`src/rtl/dcache_pkg.sv`:
```
// Types and constants shared by the data cache controller, the data array and the memory interface.
package dcache_pkg;

   typedef enum logic [1:0] {
      IDLE  = 2'd0,
      FILL  = 2'd1,
      WRITE = 2'd2,
      DONE  = 2'd3
   } memif_state_t;

   localparam int DC_BLOCKWORDS  = 4;
   localparam int DC_WORD_OFF_W  = $clog2(DC_BLOCKWORDS);

endpackage

```
`src/rtl/dcache_beat_counter.sv`:
```
// Word counter for line-fill beats: clears, increments, and flags the final word of the line.
module dcache_beat_counter
   import dcache_pkg::*;
#(
   parameter int W = DC_WORD_OFF_W
) (
   input  logic         clk,
   input  logic         reset,
   input  logic         clear,
   input  logic         inc,
   output logic [W-1:0] count,
   output logic         last
);

   logic [W-1:0] count_reg;

   // Line length is a power of two, so the natural wrap returns the counter to 0 after the last beat.
   always_ff @(posedge clk) begin
      if (reset || clear) begin
         count_reg <= '0;
      end else if (inc) begin
         count_reg <= count_reg + W'(1);
      end
   end

   assign count = count_reg;
   assign last  = &count_reg;

endmodule

```
`src/rtl/data_cache_mem_interface.sv`:
```
// Memory-side stage of the data cache: runs line fills and write-throughs over a req/ack bus
// and streams fill words into the cache data array.
module data_cache_mem_interface
   import dcache_pkg::*;
#(
   parameter int BLOCKWORDS = DC_BLOCKWORDS,
   parameter int AW         = 32,
   parameter int DW         = 32
) (
   input  logic                          clk,
   input  logic                          reset,
   input  logic                          fill_req,
   input  logic                          wr_req,
   input  logic [AW-1:0]                 req_addr,
   input  logic [DW-1:0]                 req_wdata,
   output logic                          busy,
   output logic                          done,
   output logic                          fill_we,
   output logic [$clog2(BLOCKWORDS)-1:0] fill_idx,
   output logic [DW-1:0]                 fill_data,
   output logic                          mem_req,
   output logic                          mem_we,
   output logic [AW-1:0]                 mem_addr,
   output logic [DW-1:0]                 mem_wdata,
   input  logic [DW-1:0]                 mem_rdata,
   input  logic                          mem_ack
);

   localparam int IW         = $clog2(BLOCKWORDS);
   localparam int BYTE_OFF_W = $clog2(DW / 8);
   localparam int LINE_OFF_W = IW + BYTE_OFF_W;

   memif_state_t  state_reg, state_next;
   logic [AW-1:0] addr_reg;
   logic [DW-1:0] wdata_reg;
   logic [AW-1:0] line_mask, word_mask;
   logic [IW-1:0] beat;
   logic          last_beat;
   logic          beat_inc;

   // Alignment masks: line_mask clears the line offset, word_mask only the byte offset.
   generate
      for (genvar gi = 0; gi < AW; gi++) begin : g_mask
         assign line_mask[gi] = (gi >= LINE_OFF_W);
         assign word_mask[gi] = (gi >= BYTE_OFF_W);
      end
   endgenerate

   assign beat_inc = (state_reg == FILL) && mem_ack;

   dcache_beat_counter #(
      .W (IW)
   ) u_beat_counter (
      .clk   (clk),
      .reset (reset),
      .clear (state_reg != FILL),
      .inc   (beat_inc),
      .count (beat),
      .last  (last_beat)
   );

   always_comb begin
      state_next = state_reg;
      case (state_reg)
         IDLE: begin
            if (fill_req) begin
               state_next = FILL;
            end else if (wr_req) begin
               state_next = WRITE;
            end
         end
         FILL: begin
            if (mem_ack && last_beat) begin
               state_next = DONE;
            end
         end
         WRITE: begin
            if (mem_ack) begin
               state_next = DONE;
            end
         end
         DONE:    state_next = IDLE;
         default: state_next = IDLE;
      endcase
   end

   // The address is stored pre-aligned for the chosen operation, so the beat logic only adds offsets.
   always_ff @(posedge clk) begin
      if (reset) begin
         state_reg <= IDLE;
         addr_reg  <= '0;
         wdata_reg <= '0;
      end else begin
         state_reg <= state_next;
         if (state_reg == IDLE && state_next != IDLE) begin
            addr_reg  <= fill_req ? (req_addr & line_mask) : (req_addr & word_mask);
            wdata_reg <= req_wdata;
         end
      end
   end

   assign busy      = (state_reg != IDLE);
   assign done      = (state_reg == DONE);
   assign mem_req   = (state_reg == FILL) || (state_reg == WRITE);
   assign mem_we    = (state_reg == WRITE);
   assign mem_addr  = (state_reg == FILL) ? addr_reg + (AW'(beat) << BYTE_OFF_W) : addr_reg;
   assign mem_wdata = wdata_reg;
   assign fill_we   = beat_inc;
   assign fill_idx  = beat;
   assign fill_data = mem_rdata;

endmodule
```
`config.mk`:
```
export PLATFORM = sky130hd
export DESIGN_NAME = data_cache_mem_interface
export DESIGN_NICKNAME = d
export VERILOG_FILES = /design/src/rtl/dcache_pkg.sv /design/src/rtl/dcache_beat_counter.sv /design/src/rtl/data_cache_mem_interface.sv
export SDC_FILE = /design/constraint.sdc
export NUM_CORES = 1
export LEC_CHECK = 0
export CAP_MARGIN = 30
export CORE_MARGIN = 3
export CORE_UTILIZATION = 58
export DETAILED_ROUTE_END_ITERATION = 7
export DONT_BUFFER_PORTS = 1
export PLACE_DENSITY = 0.74
export SETUP_SLACK_MARGIN = 0.5
export SLEW_MARGIN = 20
export SYNTH_ARGS = -nofsm -noshare
export SYNTH_HDL_FRONTEND = slang
export SYNTH_SLANG_ARGS = --single-unit
```
`constraint.sdc`:
```
create_clock -name clk -period 5.1 [get_ports clk]
set_input_delay 0.255 -clock clk [delete_from_list [all_inputs] [get_ports clk]]
set_output_delay 0.255 -clock clk [all_outputs]
set_load 0.1 [all_outputs]
```
# Yosys cells after proc, flatten, opt, wreduce, memory -nomap -nowiden
# Index checks and enable logic that the tools add are counted.
# word_totals
ff_bits,68
input_bits,101
out_inout_bits,103
wordCells,26
# classes
n_addsub,2
eq_ne,4
muxes,7
n_reduce_logical,9
# ops
op,n
32-bit by 4-bit adder with 32-bit output,1
32-bit two-way mux,1
2-bit two-way mux,4
2-bit case mux with 4 select lines,1
"2-bit == test, second input constant",2
4-bit two-way mux,1
2-bit nonzero test,2
1-bit logical AND,3
"2-bit by 1-bit adder with 2-bit output, second input constant",1
"2-bit by 1-bit == test with 1-bit output, second input constant",1
2-bit logical NOT,1
1-bit logical OR,2
"2-bit by 1-bit != test with 1-bit output, second input constant",1
2-bit AND reduction,1

# Logic depth before layout (Yosys ltp)
# Gate-level depths: netlist (run 1).
# logic_depth
depth_word,6
mapped_depth,9
ltp_nobuf,7

# Hierarchy
# Synthesis (run 1) repeated with hierarchy kept, for this count alone.
# hier_totals
cells_unflattened,424
hier_area_um2,3377.0
# modules_own_cells
module,instances,cells_per_inst,area_each_um2,seq_area_each_um2
data_cache_mem_interface,1,417,3285.7,1281.2
dcache_beat_counter,1,7,91.3,40.0

# Least setup slack after synthesis (run 1)
# OpenSTA, ideal clock, no wires.
# synth_timing
kind,reg-to-output
from,register u_beat_counter.count_reg[0] (netlist: u_beat_counter.count[0])
to,output mem_addr[22]
arrival_ps,4032
t_required_ps,4845
slack_ps,813
stages_incl_launch_ff,9
n_path_buf,1
cell_sequence,dfxtp_1 -> ha_1 -> inv_1 -> fa_1 -> nand2b_1 -> nor3_1 -> buf_2 -> nand4_1 -> xnor2_1
# synth_via
elab_chain_len,2
# synth_rtl
item,line,source
"start, declared",dcache_beat_counter.sv:15,logic [W-1:0] count_reg;
"start signal, assigned",dcache_beat_counter.sv:22,count_reg <= count_reg + W'(1);
32-bit by 4-bit adder with 32-bit output,data_cache_mem_interface.sv:106,assign mem_addr = (state_reg == FILL) ? addr_reg + (AW'(beat) << BYTE_OFF_W) : addr_reg;
32-bit two-way mux,data_cache_mem_interface.sv:106,
"end, declared",data_cache_mem_interface.sv:23,"output logic [AW-1:0] mem_addr,"
# No other way between the ends.

# Worst setup path in the final report (run 1)
# layout_timing
from,register u_beat_counter.count_reg[0] (netlist: u_beat_counter.count[0])
to,output mem_addr[16]
# The elaborated chain is that of the path after synthesis.

==> results.txt, run 1 <==
Setup slack after layout = 1.46 ns
Vias/cell = 5.40
Final worst clock skew = 0.00485 ns
CP bufs+invs = 4
PwrDens = 477 nW/um^2
Capture point of the worst path = mem_addr[16]
Seq. cell area = 1320 sq um
Minimum clock period = 3.64 ns
RSZ-0062 raised after global routing = no
Setup-failing EPs final = 0
Clock Sinks = 66
Pre-CTS WS = 1.84 ns
Largest net degree at the start of global routing = 127
Crit. End Element = output port
Setup total negative slack = 0 ns
Vert. Die Dim = 89.3 um
Core area = 6530 sq um
Synth top area cells = dfxtp_1 (33%), nand2b_1 (20%), mux2i_1 (16%)
Netlist cell types = 33
Final Wtd Congestion = 0.832
Cell taking the most area after synthesis = dfxtp_1
Layout Nets = 523
Clock transition at path regs = 0.07 ns
# IOs = 204
Clock Tree Buf Depth = 2
Die ar. = 7970 sq um
Diodes inserted = 0
Worst Setup SP = u_beat_counter.count[0]$_SDFFE_PP0P_
FFs w/ async S/R, synth = 0
Max transition margin = 0.336
Mapped Avg Cell Area = 9.42 sq um
Leak = 1.93 nW
Yosys top cell area share = 0.328
Rows = 29
Post-Synthesis Cells = 427
H-tree levels = 3
First-pass detailed-route iteration total = 4
GRT Resource Usage Total = 0.197
Final Hold Fails = 0
Post-CTS Resized = 0
Multi-input logic area = 2430 sq um
CP Depth = 10
Initial antenna violation count = 0
Post-CTS Setup Bufs = 0
Drt wl/cell = 15.3 um
Post-synth EDFFs = 0
Root buf cell = clkbuf_8
Worst r2r src = state_reg[1]$_SDFF_PP0_
Critical path peak fanout = 7
Worst endpoint required time = 4.85 ns
FF-to-FF path depth = 7
Worst min path class = input pin to flop
Die W = 89.3 um
Worst path top cell family by delay = simple AND/OR/NAND/NOR gates
Initial core utilization = 0.616
CP Launch Type = flop
First-pass GRT wire length = 12.4 mm
CTS tree = yes
FF-to-FF End = mem_wdata[28]$_SDFFE_PP0P_
Min-delay src = req_wdata[8]
Worst VDD drop = 0.265 mV
Count leader, synth = nand2b_1
Layout cells sized above 1 = 0.203
Area growth, synth to finish = 9.24%
CP max stage cell = nor3_1
Critical Setup Path Class = flop to output port
Fin crit share = 0.713
Number of flip-flops in the largest register = 32
Slew Viols, Final = 0
Slew at the pin with the worst max-slew slack = 0.995 ns
Vias in the first global route = 2631
Crit path cell chain = buf_4 -> ha_1 -> inv_1 -> fa_1 -> nand2b_1 -> nor3_1 -> buf_4 -> nand4_1 -> xnor2_2 -> buf_4
Post-synthesis register bit count = 66
Result of the run = completed
Routed Antenna Nets = 0
Top cells by count, synth = nand2b_1 (126), dfxtp_1 (66), mux2i_1 (63)
Dominant synthesized flop cell = dfxtp_1
WP data arrival = 3.38 ns
Synthesized area = 4020 sq um
HPWL Detailed = 5.33 mm
Fmax = 275 MHz
Via count = 2675
Worst skew pair latency = 0.34 ns
Synth warn = 0
Initial DRC Count = 85
FILL cells = 511
R2r setup slk = 2.35 ns
Remaining DRCs = 0
Worst path most repeated cell = buf_4
Remaining Overflow, GRT = 0
Port-buffer cells = 0
TritonCTS buffer count = 9
Seq/Total Area, Yosys = 0.328
Delay of the slowest critical-path stage = 0.68 ns
Max cap viols = 0
Final wirelength = 7.59 mm
[how the worst min path moves through the flow]
stage	cells past startpoint	slack (ns)	endpoint
5_1_grt	2	0.05	mem_wdata[21]$_SDFFE_PP0P_
2_1_floorplan	2	0.39	u_beat_counter.count[0]$_SDFFE_PP0P_
3_3_place_gp	1	0.33	state_reg[0]$_SDFF_PP0_
4_1_cts	2	0.06	mem_wdata[21]$_SDFFE_PP0P_
3_5_place_dp	1	0.34	state_reg[1]$_SDFF_PP0_
6_report	2	0.06	mem_wdata[8]$_SDFFE_PP0P_
[metrics by stage]
stage	hold slack, ns	total power [mW]	cells	area (sq um)	util
2_1_floorplan	0.392	1.65	428	4030	-
3_3_place_gp	0.334	1.61	476	4130	0.632
3_5_place_dp	0.340	1.62	478	4170	0.638
4_1_cts	0.0602	2.11	495	4400	0.673
5_1_grt	0.0495	2.17	495	4400	0.673
6_report	0.0626	2.10	495	4400	0.673
[repair_timing]
item                       in CTS  in global routing
hold buffers                    1                  0
setup endpoints to repair       0                  0
hold endpoints to repair        2                  0
[routing by layer]
| layer | vias to the layer above | share of wire | global-route usage |
|---|---|---|---|
| li1 | 1330 | - | - |
| met1 | 1212 | 0.42 | 0.239 |
| met2 | 114 | 0.48 | 0.320 |
| met3 | 19 | 0.093 | 0.0802 |
| met4 | 0 | 0.013 | 0.0595 |
| met5 | - | 0 | 0 |
[cells by family (layout without fill, tap and decap cells)]
group,count (synthesis),in the layout,synth area share
AOI/OAI and AO/OA,9,9,0.0149
xor gates and xnor gates,29,29,0.0631
adders and majority gates,9,9,0.0299
buffers and inverters,69,59,0.127
DFF,66,66,0.328
muxes,64,64,0.160
other,1,2,0.000932
and+or+nand+nor,180,180,0.276
[power by group]
group          leakage [nW]  switching [mW]  total, mW  internal, mW
Sequential            0.543           0.357      0.948         0.591
Clock                 0.109           0.201      0.489         0.287
Combinational          1.27           0.448      0.659         0.211
[final cells by class]
class                           count  area share
Clock buffer                       11      0.0322
Clock inverter                      5      0.0176
Inverter                            7     0.00598
Multi-Input combinational cell    293       0.553
Sequential cell                    66       0.301
Tap cell                           77      0.0219
Timing Repair Buffer               36      0.0686
[cell usage in the layout, fill, tap and decap left out, types with 3 or more instances in the layout]
| cell type | count |
|---|---|
| nand2b_1 | 126 |
| dfxtp_1 | 66 |
| mux2i_1 | 63 |
| buf_4 | 32 |
| xnor2_2 | 25 |
| nand3_1 | 10 |
| clkbuf_8 | 10 |
| nand4_1 | 9 |
| ha_1 | 8 |
| inv_1 | 7 |
| and3_1 | 7 |
| and4_1 | 6 |
| nand2_1 | 6 |
| nor2_1 | 6 |
| nand4b_1 | 3 |
| xor2_2 | 3 |
No activity file was read; power rests on OpenSTA's default activity.
==> run 2, diff against run 1 <==
==> constraint.sdc (replaced) <==
create_clock -name clk -period 3.8 [get_ports clk]
set_input_delay 0.19 -clock clk [delete_from_list [all_inputs] [get_ports clk]]
set_output_delay 0.19 -clock clk [all_outputs]
set_load 0.1 [all_outputs]
==> run 2 against run 1 <==
Net effect:
- global-route usage is 1.8 points higher
- first-iteration DRC count increased by 24%
- worst hold slack got worse by 0.048 ns
- routed wire length is 14% higher
- register-to-register slack lost 1.2 ns
- worst setup slack worse by 0.69 ns
- sequential cell count unchanged
- largest cell class unchanged
- largest power group unchanged
- highest routed layer unchanged
==> results.txt, run 2 (same netlist as run 1, synthesis figures left out) <==
HPWL Detailed = 5.90 mm (was 5.33 mm)
Result of the run = completed (unchanged)
WP data arrival = 2.84 ns (was 3.38 ns)
Minimum clock period = 3.03 ns
Clock Sinks = 66 (unchanged)
Layout cells sized above 1 = 0.195 (was 0.203)
Setup total negative slack = 0 ns (unchanged)
Seq. cell area = 1320 sq um (about the same)
Max transition margin = 0.336 (about the same)
Via count = 2902 (was 2675)
Routed Antenna Nets = 0 (unchanged)
Remaining DRCs = 0 (unchanged)
Drt wl/cell = 16.3 um (was 15.3 um)
# IOs = 204 (unchanged)
Placed insts = 479 (was 478)
Fin crit share = 0.797
Non-filler cells, final = 529 (was 495)
Layout Nets = 558 (was 523)
Setup-failing EPs final = 0 (unchanged)
Delay of the slowest critical-path stage = 0.41 ns (was 0.68 ns)
Cell internal pwr = 1.56 mW (was 1.09 mW)
Crit. End Element = output port (unchanged)
Min-delay src = req_addr[5] (was req_wdata[8])
Critical Setup Path Class = flop to output port (unchanged)
Commonest non-fill, non-tap cell in the layout = nand2b_1 (unchanged)
Worst min path class = input pin to flop (unchanged)
First-pass GRT wire length = 13.3 mm (was 12.4 mm)
Fmax = 330 MHz
GRT Resource Usage Total = 0.215 (was 0.197)
Final Wtd Congestion = 0.799 (was 0.832)
Comb power frac = 0.355 (was 0.314)
Final worst clock skew = 0.00647 ns (was 0.00485 ns)
Hold_buf cts = 33 (was 1)
Largest net degree at the start of global routing = 127 (unchanged)
H-tree levels = 3 (unchanged)
Part of the power in the clock network = 0.207 (was 0.233)
Slew at the pin with the worst max-slew slack = 0.995 ns (about the same)
CTS tree = yes (unchanged)
Multi-input logic area = 2530 sq um (was 2430 sq um)
Final wirelength = 8.63 mm (was 7.59 mm)
Min-Delay Path Depth = 2 (unchanged)
Area growth, synth to finish = 26.7% (was 9.24%)
CP max stage cell = nor3_2 (was nor3_1)
FILL cells = 405 (was 511)
Core area = 6530 sq um (unchanged)
Port-buffer cells = 0 (unchanged)
Number of flip-flops in the largest register = 32 (unchanged)
Worst skew pair latency = 0.33 ns (was 0.34 ns)
Post-CTS Resized = 0 (unchanged)
Initial DRC Count = 105 (was 85)
Die W = 89.3 um (unchanged)
Final Hold Fails = 0 (unchanged)
Leak = 2.15 nW (was 1.93 nW)
Slew Viols, Final = 0 (unchanged)
PwrDens = 575 nW/um^2 (was 477 nW/um^2)
Initial antenna violation count = 0 (unchanged)
Worst endpoint required time = 3.61 ns (was 4.85 ns)
RSZ-0062 raised after global routing = no (unchanged)
Vias/cell = 5.49 (was 5.40)
Most frequent cells in the layout = nand2b_1 (126), dfxtp_1 (65), mux2i_1 (63), dlygate4sd3_1 (35), buf_12 (24) (was nand2b_1 (126), dfxtp_1 (66), mux2i_1 (63), buf_4 (32), xnor2_2 (25))
Worst VDD drop = 0.505 mV (was 0.265 mV)
Switching share of power = 0.468 (was 0.480)
Crit path cell chain = ha_1 -> inv_1 -> fa_1 -> nand2b_1 -> nor3_2 -> buf_4 -> nand4_1 -> xnor2_4 -> buf_12 (was buf_4 -> ha_1 -> inv_1 -> fa_1 -> nand2b_1 -> nor3_1 -> buf_4 -> nand4_1 -> xnor2_2 -> buf_4)
Post-CTS Setup Bufs = 0 (unchanged)
Clock transition at path regs = 0.07 ns (about the same)
First-pass detailed-route iteration total = 4 (unchanged)
Worst Setup SP = addr_reg[2]$_SDFFE_PP0P_ (was u_beat_counter.count[0]$_SDFFE_PP0P_)
Seq pwr share = 0.438 (was 0.452)
Initial core utilization = 0.616 (unchanged)
Worst r2r src = state_reg[1]$_SDFF_PP0_ (unchanged)
Diodes inserted = 0 (unchanged)
TritonCTS buffer count = 9 (unchanged)
Max cap viols = 0 (unchanged)
Critical path peak fanout = 8 (was 7)
CP Launch Type = flop (unchanged)
Clock Tree Buf Depth = 2 (unchanged)
FF-to-FF path depth = 7 (unchanged)
Root buf cell = clkbuf_8 (unchanged)
Remaining Overflow, GRT = 0 (unchanged)
Vert. Die Dim = 89.3 um (unchanged)
Rows = 29 (unchanged)
Psw = 1.37 mW (was 1.01 mW)
Die ar. = 7970 sq um (unchanged)
Vias in the first global route = 2844 (was 2631)
## run 2: critical path: cells and delay by family (launching register included)
family | cells | cell delay [ns]
xor+xnor | 1 | 0.22
fa+ha+maj | 2 | 0.57
buf+inv | 3 | 0.52
flops | 1 | 0.37
simple gates | 3 | 0.84
## run 2: worst paths after layout
check                             end  slack [ns]
max                      mem_addr[16]        0.77
min          addr_reg[5]$_SDFFE_PP0P_        0.01
max reg2reg  addr_reg[4]$_SDFFE_PP0P_        1.11
min reg2reg  addr_reg[2]$_SDFFE_PP0P_        0.51
## run 2: final cells by class
type,count,share of cell area
clock inverter,2,0.00687
tap,77,0.0189
multi-input combinational,293,0.496
inverter,7,0.00515
sequential,66,0.259
clock buffer,13,0.0331
timing repair buffer,71,0.181
## run 2: per-stage QoR
step | total power, mW | instance area [sq um] | setup slack, ns | util | hold slack [ns]
floorplan | 2.28 | 4330 | 0.229 | - | 0.327
global placement | 2.30 | 4550 | 1.20 | 0.696 | 0.270
detailed placement | 2.31 | 4550 | 1.08 | 0.696 | 0.272
CTS | 2.95 | 5080 | 0.787 | 0.778 | 0.000223
global route | 3.04 | 5100 | 0.665 | 0.781 | 0.00627
finish | 2.93 | 5100 | 0.770 | 0.781 | 0.0150
## run 2: per-layer routing
metal	GRT usage	up-vias	part of all wire
li1	-	1394	-
met1	0.246	1347	0.40
met2	0.358	111	0.49
met3	0.0636	50	0.073
met4	0.122	0	0.037
met5	0	-	0
## run 2: power by group through the flow
stage	Clock, mW	Sequential, mW	Combinational [mW]
floorplan	0	1.28	1.01
global placement	0	1.29	1.00
detailed placement	0	1.30	1.02
CTS	0.622	1.28	1.04
global route	0.654	1.30	1.09
finish	0.607	1.28	1.04
